===== config.mk =====
export PLATFORM = sky130hd
export DESIGN_NAME = deskew_sequencer
export DESIGN_NICKNAME = d
export VERILOG_FILES = /design/src/rtl/deskew_sequencer.sv
export SDC_FILE = /design/constraint.sdc
export NUM_CORES = 1
export LEC_CHECK = 0
export BUFFER_PORTS_ARGS = -buffer_cell sky130_fd_sc_hd__buf_2
export CAP_MARGIN = 25
export CORE_MARGIN = 2
export CORE_UTILIZATION = 38
export DETAILED_ROUTE_END_ITERATION = 7
export SYNTH_ARGS = -nofsm -noshare
export SYNTH_HDL_FRONTEND = slang
export SYNTH_SLANG_ARGS = --single-unit

===== constraint.sdc =====
create_clock -name i_clock -period 6.9 [get_ports i_clock]
set_input_delay 1.38 -clock i_clock [delete_from_list [all_inputs] [get_ports i_clock]]
set_output_delay 1.38 -clock i_clock [all_outputs]
set_load 0.1 [all_outputs]

===== src/rtl/deskew_sequencer.sv =====
// -----------------------------------------------------------------------------
// deskew_sequencer
//
// Control block for the receive deskew datapath. Measures, in valid cycles, the
// relative arrival of each lane's start-of-lane (alignment marker) strobe,
// computes per-lane FIFO delays, issues a one-cycle load strobe to the deskew
// FIFO bank and then holds alignment status until a resync, disable or reset.
//
// Optional feature macro: DESKEW_RECHECK_EN
//   Defined   : LOCKED keeps measuring every AM round and compares the new
//               per-lane offsets with the stored ones; a mismatch or a round
//               timeout is handled exactly like an i_resync event.
//   Undefined : LOCKED ignores i_start_of_lane.
//
// Ports:
//   i_clock           clock
//   i_reset           synchronous active-low reset
//   i_enable          block enable, low forces IDLE
//   i_valid           datapath valid, gates all counting and sampling
//   i_start_of_lane   per-lane AM arrival strobe, lane k at bit N_LANES-1-k
//   i_resync          per-lane loss-of-AM-lock request, same ordering
//   o_lane_delay      per-lane FIFO delay, lane k at [(N_LANES-k)*NB_DELAY-1 -: NB_DELAY]
//   o_set_fifo_delay  one-cycle strobe, FIFOs load o_lane_delay
//   o_fifo_flush      one-cycle strobe, FIFOs clear pointers
//   o_deskew_done     high while aligned (LOCKED)
//   o_invalid_skew    one-cycle strobe, skew exceeded MAX_SKEW
// -----------------------------------------------------------------------------
module deskew_sequencer #(
  parameter int unsigned N_LANES    = 20,
  parameter int unsigned MAX_SKEW   = 16,
  parameter int unsigned FIFO_DEPTH = 20,
  parameter int unsigned NB_DELAY   = 5
) (
  input  logic                         i_clock,
  input  logic                         i_reset,
  input  logic                         i_enable,
  input  logic                         i_valid,
  input  logic [N_LANES-1:0]           i_start_of_lane,
  input  logic [N_LANES-1:0]           i_resync,
  output logic [N_LANES*NB_DELAY-1:0]  o_lane_delay,
  output logic                         o_set_fifo_delay,
  output logic                         o_fifo_flush,
  output logic                         o_deskew_done,
  output logic                         o_invalid_skew
);

  // Arrivals never exceed MAX_SKEW < FIFO_DEPTH, so a FIFO-address-wide counter suffices.
  localparam int unsigned       NB_CNT  = $clog2(FIFO_DEPTH);
  localparam logic [NB_CNT-1:0] MAX_CNT = NB_CNT'(MAX_SKEW);

  typedef enum logic [2:0] {
    StIdle,
    StWaitFirst,
    StCount,
    StApply,
    StLocked
  } state_t;

  state_t                       r_state;
  logic [N_LANES-1:0]           r_captured;
  logic [NB_CNT-1:0]            r_counter;
  logic [NB_CNT-1:0]            r_max;
  logic [NB_CNT-1:0]            r_arrival [N_LANES];
  logic [N_LANES*NB_DELAY-1:0]  r_lane_delay;
  logic                         r_set_fifo_delay;
  logic                         r_fifo_flush;
  logic                         r_deskew_done;
  logic                         r_invalid_skew;

  logic [N_LANES-1:0]           w_capture;
  logic [N_LANES-1:0]           w_flags_next;
  logic                         w_all;
  logic                         w_started;
  logic                         w_timeout;
  logic                         w_resync;
  logic [N_LANES*NB_DELAY-1:0]  w_apply_delay;

  // Capture/timeout decode shared by the measurement states. While waiting for
  // the first strobe the counter is zero, so first arrivals store 0 naturally.
  always_comb begin
    w_capture     = i_valid ? (i_start_of_lane & ~r_captured) : '0;
    w_flags_next  = r_captured | w_capture;
    w_all         = &w_flags_next;
    w_started     = |w_flags_next;
    // Counter would step past MAX_SKEW with lanes still missing.
    w_timeout     = i_valid && w_started && !w_all && (r_counter == MAX_CNT);
    w_resync      = |i_resync;
    w_apply_delay = '0;
    for (int b = 0; b < N_LANES; b++) begin
      w_apply_delay[b*NB_DELAY +: NB_DELAY] = NB_DELAY'(r_max - r_arrival[b]);
    end
  end

`ifdef DESKEW_RECHECK_EN
  logic [NB_CNT-1:0] w_max_next;
  logic [NB_CNT-1:0] w_arr_next [N_LANES];
  logic              w_mismatch;

  // Offsets of the round completing this cycle, compared against the held ones.
  always_comb begin
    w_max_next = (|w_capture) ? r_counter : r_max;
    w_mismatch = 1'b0;
    for (int b = 0; b < N_LANES; b++) begin
      w_arr_next[b] = w_capture[b] ? r_counter : r_arrival[b];
      if (NB_DELAY'(w_max_next - w_arr_next[b]) != r_lane_delay[b*NB_DELAY +: NB_DELAY]) begin
        w_mismatch = 1'b1;
      end
    end
  end
`endif

  always_ff @(posedge i_clock) begin
    if (!i_reset) begin
      r_state          <= StIdle;
      r_captured       <= '0;
      r_counter        <= '0;
      r_max            <= '0;
      for (int b = 0; b < N_LANES; b++) begin
        r_arrival[b] <= '0;
      end
      r_lane_delay     <= '0;
      r_set_fifo_delay <= 1'b0;
      r_fifo_flush     <= 1'b0;
      r_deskew_done    <= 1'b0;
      r_invalid_skew   <= 1'b0;
    end else begin
      r_set_fifo_delay <= 1'b0;
      r_fifo_flush     <= 1'b0;
      r_invalid_skew   <= 1'b0;
      if (!i_enable) begin
        r_state       <= StIdle;
        r_captured    <= '0;
        r_counter     <= '0;
        r_deskew_done <= 1'b0;
      end else begin
        unique case (r_state)
          StIdle: begin
            r_captured <= '0;
            r_counter  <= '0;
            r_state    <= StWaitFirst;
          end

          StWaitFirst, StCount: begin
            if (w_resync || w_timeout) begin
              // Resync wins over timeout, so invalid_skew only on a pure timeout.
              r_invalid_skew <= !w_resync;
              r_fifo_flush   <= !r_fifo_flush;
              r_captured     <= '0;
              r_counter      <= '0;
              r_state        <= StWaitFirst;
            end else begin
              r_captured <= w_flags_next;
              for (int b = 0; b < N_LANES; b++) begin
                if (w_capture[b]) r_arrival[b] <= r_counter;
              end
              // Counter is monotonic, so the latest capture is the maximum.
              if (|w_capture) r_max <= r_counter;
              if (i_valid && w_started) r_counter <= r_counter + 1'b1;
              if (w_all) begin
                r_state <= StApply;
              end else if (w_started) begin
                r_state <= StCount;
              end
            end
          end

          StApply: begin
            r_lane_delay     <= w_apply_delay;
            r_set_fifo_delay <= 1'b1;
            r_captured       <= '0;
            r_counter        <= '0;
            r_state          <= StLocked;
          end

          StLocked: begin
            if (w_resync) begin
              r_deskew_done <= 1'b0;
              r_fifo_flush  <= !r_fifo_flush;
              r_captured    <= '0;
              r_counter     <= '0;
              r_state       <= StWaitFirst;
            end
`ifdef DESKEW_RECHECK_EN
            else if (w_timeout || (w_all && w_mismatch)) begin
              r_deskew_done <= 1'b0;
              r_fifo_flush  <= !r_fifo_flush;
              r_captured    <= '0;
              r_counter     <= '0;
              r_state       <= StWaitFirst;
            end else if (w_all) begin
              // Matching round: start listening for the next one.
              r_deskew_done <= 1'b1;
              r_captured    <= '0;
              r_counter     <= '0;
            end else begin
              r_deskew_done <= 1'b1;
              r_captured    <= w_flags_next;
              for (int b = 0; b < N_LANES; b++) begin
                if (w_capture[b]) r_arrival[b] <= r_counter;
              end
              if (|w_capture) r_max <= r_counter;
              if (i_valid && w_started) r_counter <= r_counter + 1'b1;
            end
`else
            else begin
              r_deskew_done <= 1'b1;
            end
`endif
          end

          default: r_state <= StIdle;
        endcase
      end
    end
  end

  assign o_lane_delay     = r_lane_delay;
  assign o_set_fifo_delay = r_set_fifo_delay;
  assign o_fifo_flush     = r_fifo_flush;
  assign o_deskew_done    = r_deskew_done;
  assign o_invalid_skew   = r_invalid_skew;

endmodule


==> reports/metrics.sh <==
FINALWORSTPATHREQUIREDPERIOD_PS=4520
SYNTH.NET_COUNT=1393
PWR_DENSITY_CELL_nW_PER_UM2=211
DR_TOTAL_VIAS=9314
FINALSETUPVIOLATIONS=0
MAX-CLOCK-PATH-BUFFERS=3
FINAL_HOLD_VIOL_COUNT=0
CTSRESIZECOUNT=0
DRT-WIRELENGTH-PER-CELL_MICRONS=16.6
SYNTH_LARGEST_AREA_CELL='sky130_fd_sc_hd__edfxtp_1'
TOTALWIRELENGTH_MICRONS=30200
INITIAL_UTILIZATION_PCT=38.5
FINALCLOCKSKEW_PS=12.3
DRC_ERRORS_LEFT=0
AREA.GROWTH.SYNTH_TO_FINAL_PCT=15.0
ENDPOINT_KIND='flop'
POST_DRT_VIA_CELL_RATIO=5.10
CTS.REPORTEDPATHS.CLKPINSLEW_PS=60
GLOBAL_ROUTE.USAGE.MET2_PCT=29.0
ARRIVAL_PS=4680
ANTENNADIODECOUNT=0
DPL_CELL_AREA_SQ_UM=13500
SYNTH_SEQUENTIAL_AREA_RATIO_PCT=46.0
POSTSYNTHREGISTERBITS=237
FINAL.HOLD.WORST_SLACK_PS=459
SLEW-LIMIT-HEADROOM_PCT=32.5
CTS_MADE_BUFFERS=27
HOLD_PATH_CLASS='reg2reg'
IR_DROP_mV=0.220
FINALPOWER_mW=3.03
CORE_AREA_SQ_UM=32500
MAXCAPVIOLATIONS=0
DESIGN.PORTCOUNT=148
FINAL_AREA_SQ_UM=14400
RUN_STATUS='complete, no violations'
COUNT_OF_DIFFERENT_CELL_MASTERS_AFTER_SYNTHESIS=49
ANTENNA_VIOLATIONS_BEFORE_REPAIR=1
SYNTH_ENABLE_FLOP_CELLS=100
GP_CONGESTION=0.890
NUM-NETS-FINAL=1511
PLACEMENT.IO_BUFFERS=147
RSZ0062_AT_GRT='no'
ANTENNA_LEFT=0
GRT_MET1_USAGE_PCT=23.6
GR_LAYER_USAGE_MET3_PCT=2.48
CTS_TREE='yes'
WORST-SETUP-PATH-TYPE='in2reg'
BUSIEST_LAYER='met2'
FIRST_GLOBAL_VIAS=8877
SYNTHESIZED_CELL_AREA_SQ_UM=12500
MIN_PERIOD_OVER_PERIOD_PCT=65.5
SYNTH-ASYNC-RESET-RATIO_PCT=0
WORST_SETUP_PATH_START_KIND='input port'
NUMCLOCKSINKS=237
SYNTH.TOP_CELLS.BY_AREA='sky130_fd_sc_hd__edfxtp_1 (24%), sky130_fd_sc_hd__dfxtp_1 (22%), sky130_fd_sc_hd__ha_1 (8.2%), sky130_fd_sc_hd__nand2_1 (4.1%), sky130_fd_sc_hd__inv_1 (3.4%)'
YOSYSTOPAREACELLSHARE_PCT=24.1
SYNTH-WARNING-COUNT=0
POST-CTS-SETUP-BUFFER-COUNT=0
NUMBER_OF_DETAILED_ROUTE_ITERATIONS_IN_THE_FIRST_PASS=5
DESIGN.DIE.AREA_SQ_UM=34300
SETUP-TNS-FINAL_PS=0
WORST-PATH-MAX-FANOUT=92
CP_CELL_SEQUENCE='buf_2 -> a21oi_1 -> nor4_1 -> nand3_1 -> o211ai_2 -> nand3_4 -> buf_4 -> o21ai_0'
CTS.HOLD.BUFFERS_ADDED=0
SHARE_OF_FINAL_LAYOUT_STANDARD_CELLS_STRONGER_THAN_DRIVE_STRENGTH_1_PCT=16.5
CP.REQUIRED_PS=7060
CRIT_PATH_TOP_DELAY_CELL='sky130_fd_sc_hd__o211ai_2'
DRT-INITIAL-DRC-COUNT=562
GLOBALROUTEOVERFLOWTOTAL=0
TRACK_USAGE_PCT=17.4
PLACE.DETAILED.HPWL_MICRONS=20600
PINS_OVER_SLEW_LIMIT=0
HTREE_NUM_LEVELS=1
NUMBER_OF_ROWS_CREATED_AT_FLOORPLAN=66
TIGHTEST_SLEW_PS=1010
POSTSYNTHCELLCOUNT=1247
POST_SYNTH.CELL_AREA_AVG_SQ_UM=10.0
DIE_WIDTH_MICRONS=185
GRT_MAX_DEGREE=101
CLOCK_LATENCY_PS=530
GRT_FIRST_PASS_WIRELENGTH_MICRONS=47300
DIE-HEIGHT_MICRONS=185
TIMING.CRITICAL_PATH.SLOWEST_CELL_DELAY_PS=800
CTSROOTBUFFERMASTER='sky130_fd_sc_hd__clkbuf_16'
HIGHEST_CLOCK_RATE_GHz=0.221
SYNTHFLOPTYPE='sky130_fd_sc_hd__dfxtp_1'
LEAKAGEPOWER_nW=6.62
worst max-delay path: cells and delay by family:
family | cells | cell delay (ps)
AO/OA/AOI/OAI | 3 | 1640
buffers and inverters | 2 | 980
AND/OR/NAND/NOR | 3 | 570
routing by layer:
layer	part of all wire [%]	vias to the layer above
met5	0	-
met3	5.6	51
met1	45	4388
met2	47	266
li1	-	4609
met4	2.7	0
final timing paths:
| path | from | endpoint | slack (ps) | cells past startpoint |
|---|---|---|---|---|
| setup / recovery | i_valid | r_arrival[2][13] | 2380 | 8 |
| hold / removal | o_lane_delay[42] | o_lane_delay[42] | 460 | 2 |
| setup reg to reg | r_captured[19] | r_arrival[2][13] | 3510 | 7 |
| hold reg to reg | o_lane_delay[42] | o_lane_delay[42] | 460 | 2 |
stage by stage:
step / util [%] / instances / setup slack (ps)
2_1_floorplan: - / 1247 / 3490
3_3_place_gp: 41.6 / 1778 / 1990
3_5_place_dp: 41.6 / 1778 / 1970
4_1_cts: 44.2 / 1826 / 2500
5_1_grt: 44.2 / 1826 / 2110
6_report: 44.2 / 1826 / 2380
layout by cell type (no fill, tap or decap), types with 2 or more instances in the layout:
cell type	n
sky130_fd_sc_hd__edfxtp_1	100
sky130_fd_sc_hd__o31a_1	2
sky130_fd_sc_hd__fa_1	20
sky130_fd_sc_hd__o21a_1	7
sky130_fd_sc_hd__a211oi_1	3
sky130_fd_sc_hd__or2_1	2
sky130_fd_sc_hd__o21ai_1	8
sky130_fd_sc_hd__o211a_1	40
sky130_fd_sc_hd__or2b_1	2
sky130_fd_sc_hd__nor2_1	25
sky130_fd_sc_hd__a21oi_1	66
sky130_fd_sc_hd__nand2b_1	20
sky130_fd_sc_hd__o221ai_1	3
sky130_fd_sc_hd__clkbuf_16	29
sky130_fd_sc_hd__nand3_1	8
sky130_fd_sc_hd__and2_1	42
sky130_fd_sc_hd__dfxtp_1	136
sky130_fd_sc_hd__nor3_1	51
sky130_fd_sc_hd__a21o_1	41
sky130_fd_sc_hd__clkbuf_1	4
sky130_fd_sc_hd__and3_1	6
sky130_fd_sc_hd__inv_1	114
sky130_fd_sc_hd__o21ai_0	53
sky130_fd_sc_hd__nand4_1	9
sky130_fd_sc_hd__ha_1	82
sky130_fd_sc_hd__a21boi_0	23
sky130_fd_sc_hd__xnor2_1	41
sky130_fd_sc_hd__nor4_1	38
sky130_fd_sc_hd__nand2_1	134
sky130_fd_sc_hd__clkinv_1	5
sky130_fd_sc_hd__buf_4	12
sky130_fd_sc_hd__xor2_1	40
sky130_fd_sc_hd__clkinv_2	4
sky130_fd_sc_hd__nor3_2	22
sky130_fd_sc_hd__a31oi_1	21
sky130_fd_sc_hd__buf_2	146
sky130_fd_sc_hd__clkbuf_8	3
cell usage after synthesis (23+ instances only):
library cell               count
sky130_fd_sc_hd__nor2_1       25
sky130_fd_sc_hd__nand2_1     135
sky130_fd_sc_hd__clkbuf_1     50
sky130_fd_sc_hd__o211a_1      40
sky130_fd_sc_hd__dfxtp_1     137
sky130_fd_sc_hd__xnor2_1      41
sky130_fd_sc_hd__nor3_1       51
sky130_fd_sc_hd__ha_1         82
sky130_fd_sc_hd__a21boi_0     23
sky130_fd_sc_hd__o21ai_0      53
sky130_fd_sc_hd__a21o_1       41
sky130_fd_sc_hd__xor2_1       40
sky130_fd_sc_hd__inv_1       114
sky130_fd_sc_hd__a21oi_1      66
sky130_fd_sc_hd__and2_1       43
sky130_fd_sc_hd__nor4_1       38
sky130_fd_sc_hd__edfxtp_1    100
cell type report:
| type | instances | area (sq um) |
|---|---|---|
| Clock buffer | 37 | 787 |
| Clock inverter | 11 | 55.1 |
| Fill cell | 3131 | 18100 |
| Inverter | 114 | 428 |
| Multi-Input combinational cell | 827 | 5970 |
| Sequential cell | 237 | 5750 |
| Tap cell | 442 | 553 |
| Timing Repair Buffer | 158 | 821 |
state kept, by name, indices dropped and copies added (netlist names), 3 cells and up:
name,count
r_counter,5
r_captured,20
o_lane_delay,100
r_state,3
r_arrival,100
r_max,5
cells by family after synthesis:
kind of cell,share of synthesized area [%]
buf+inv,6.31
flops,46.0
mux,0.0802
simple gates,15.6
xor+xnor,5.68
fa+ha+maj,11.4
compound gates,14.8
report_power, final:
group,internal (mW),switching (mW),total (mW),leakage [nW]
logic,0.0712,0.114,0.186,4.09
clock network,0.792,0.557,1.35,0.416
registers,1.48,0.0120,1.49,2.11
Note: power is estimated with default switching activity, not from simulation.
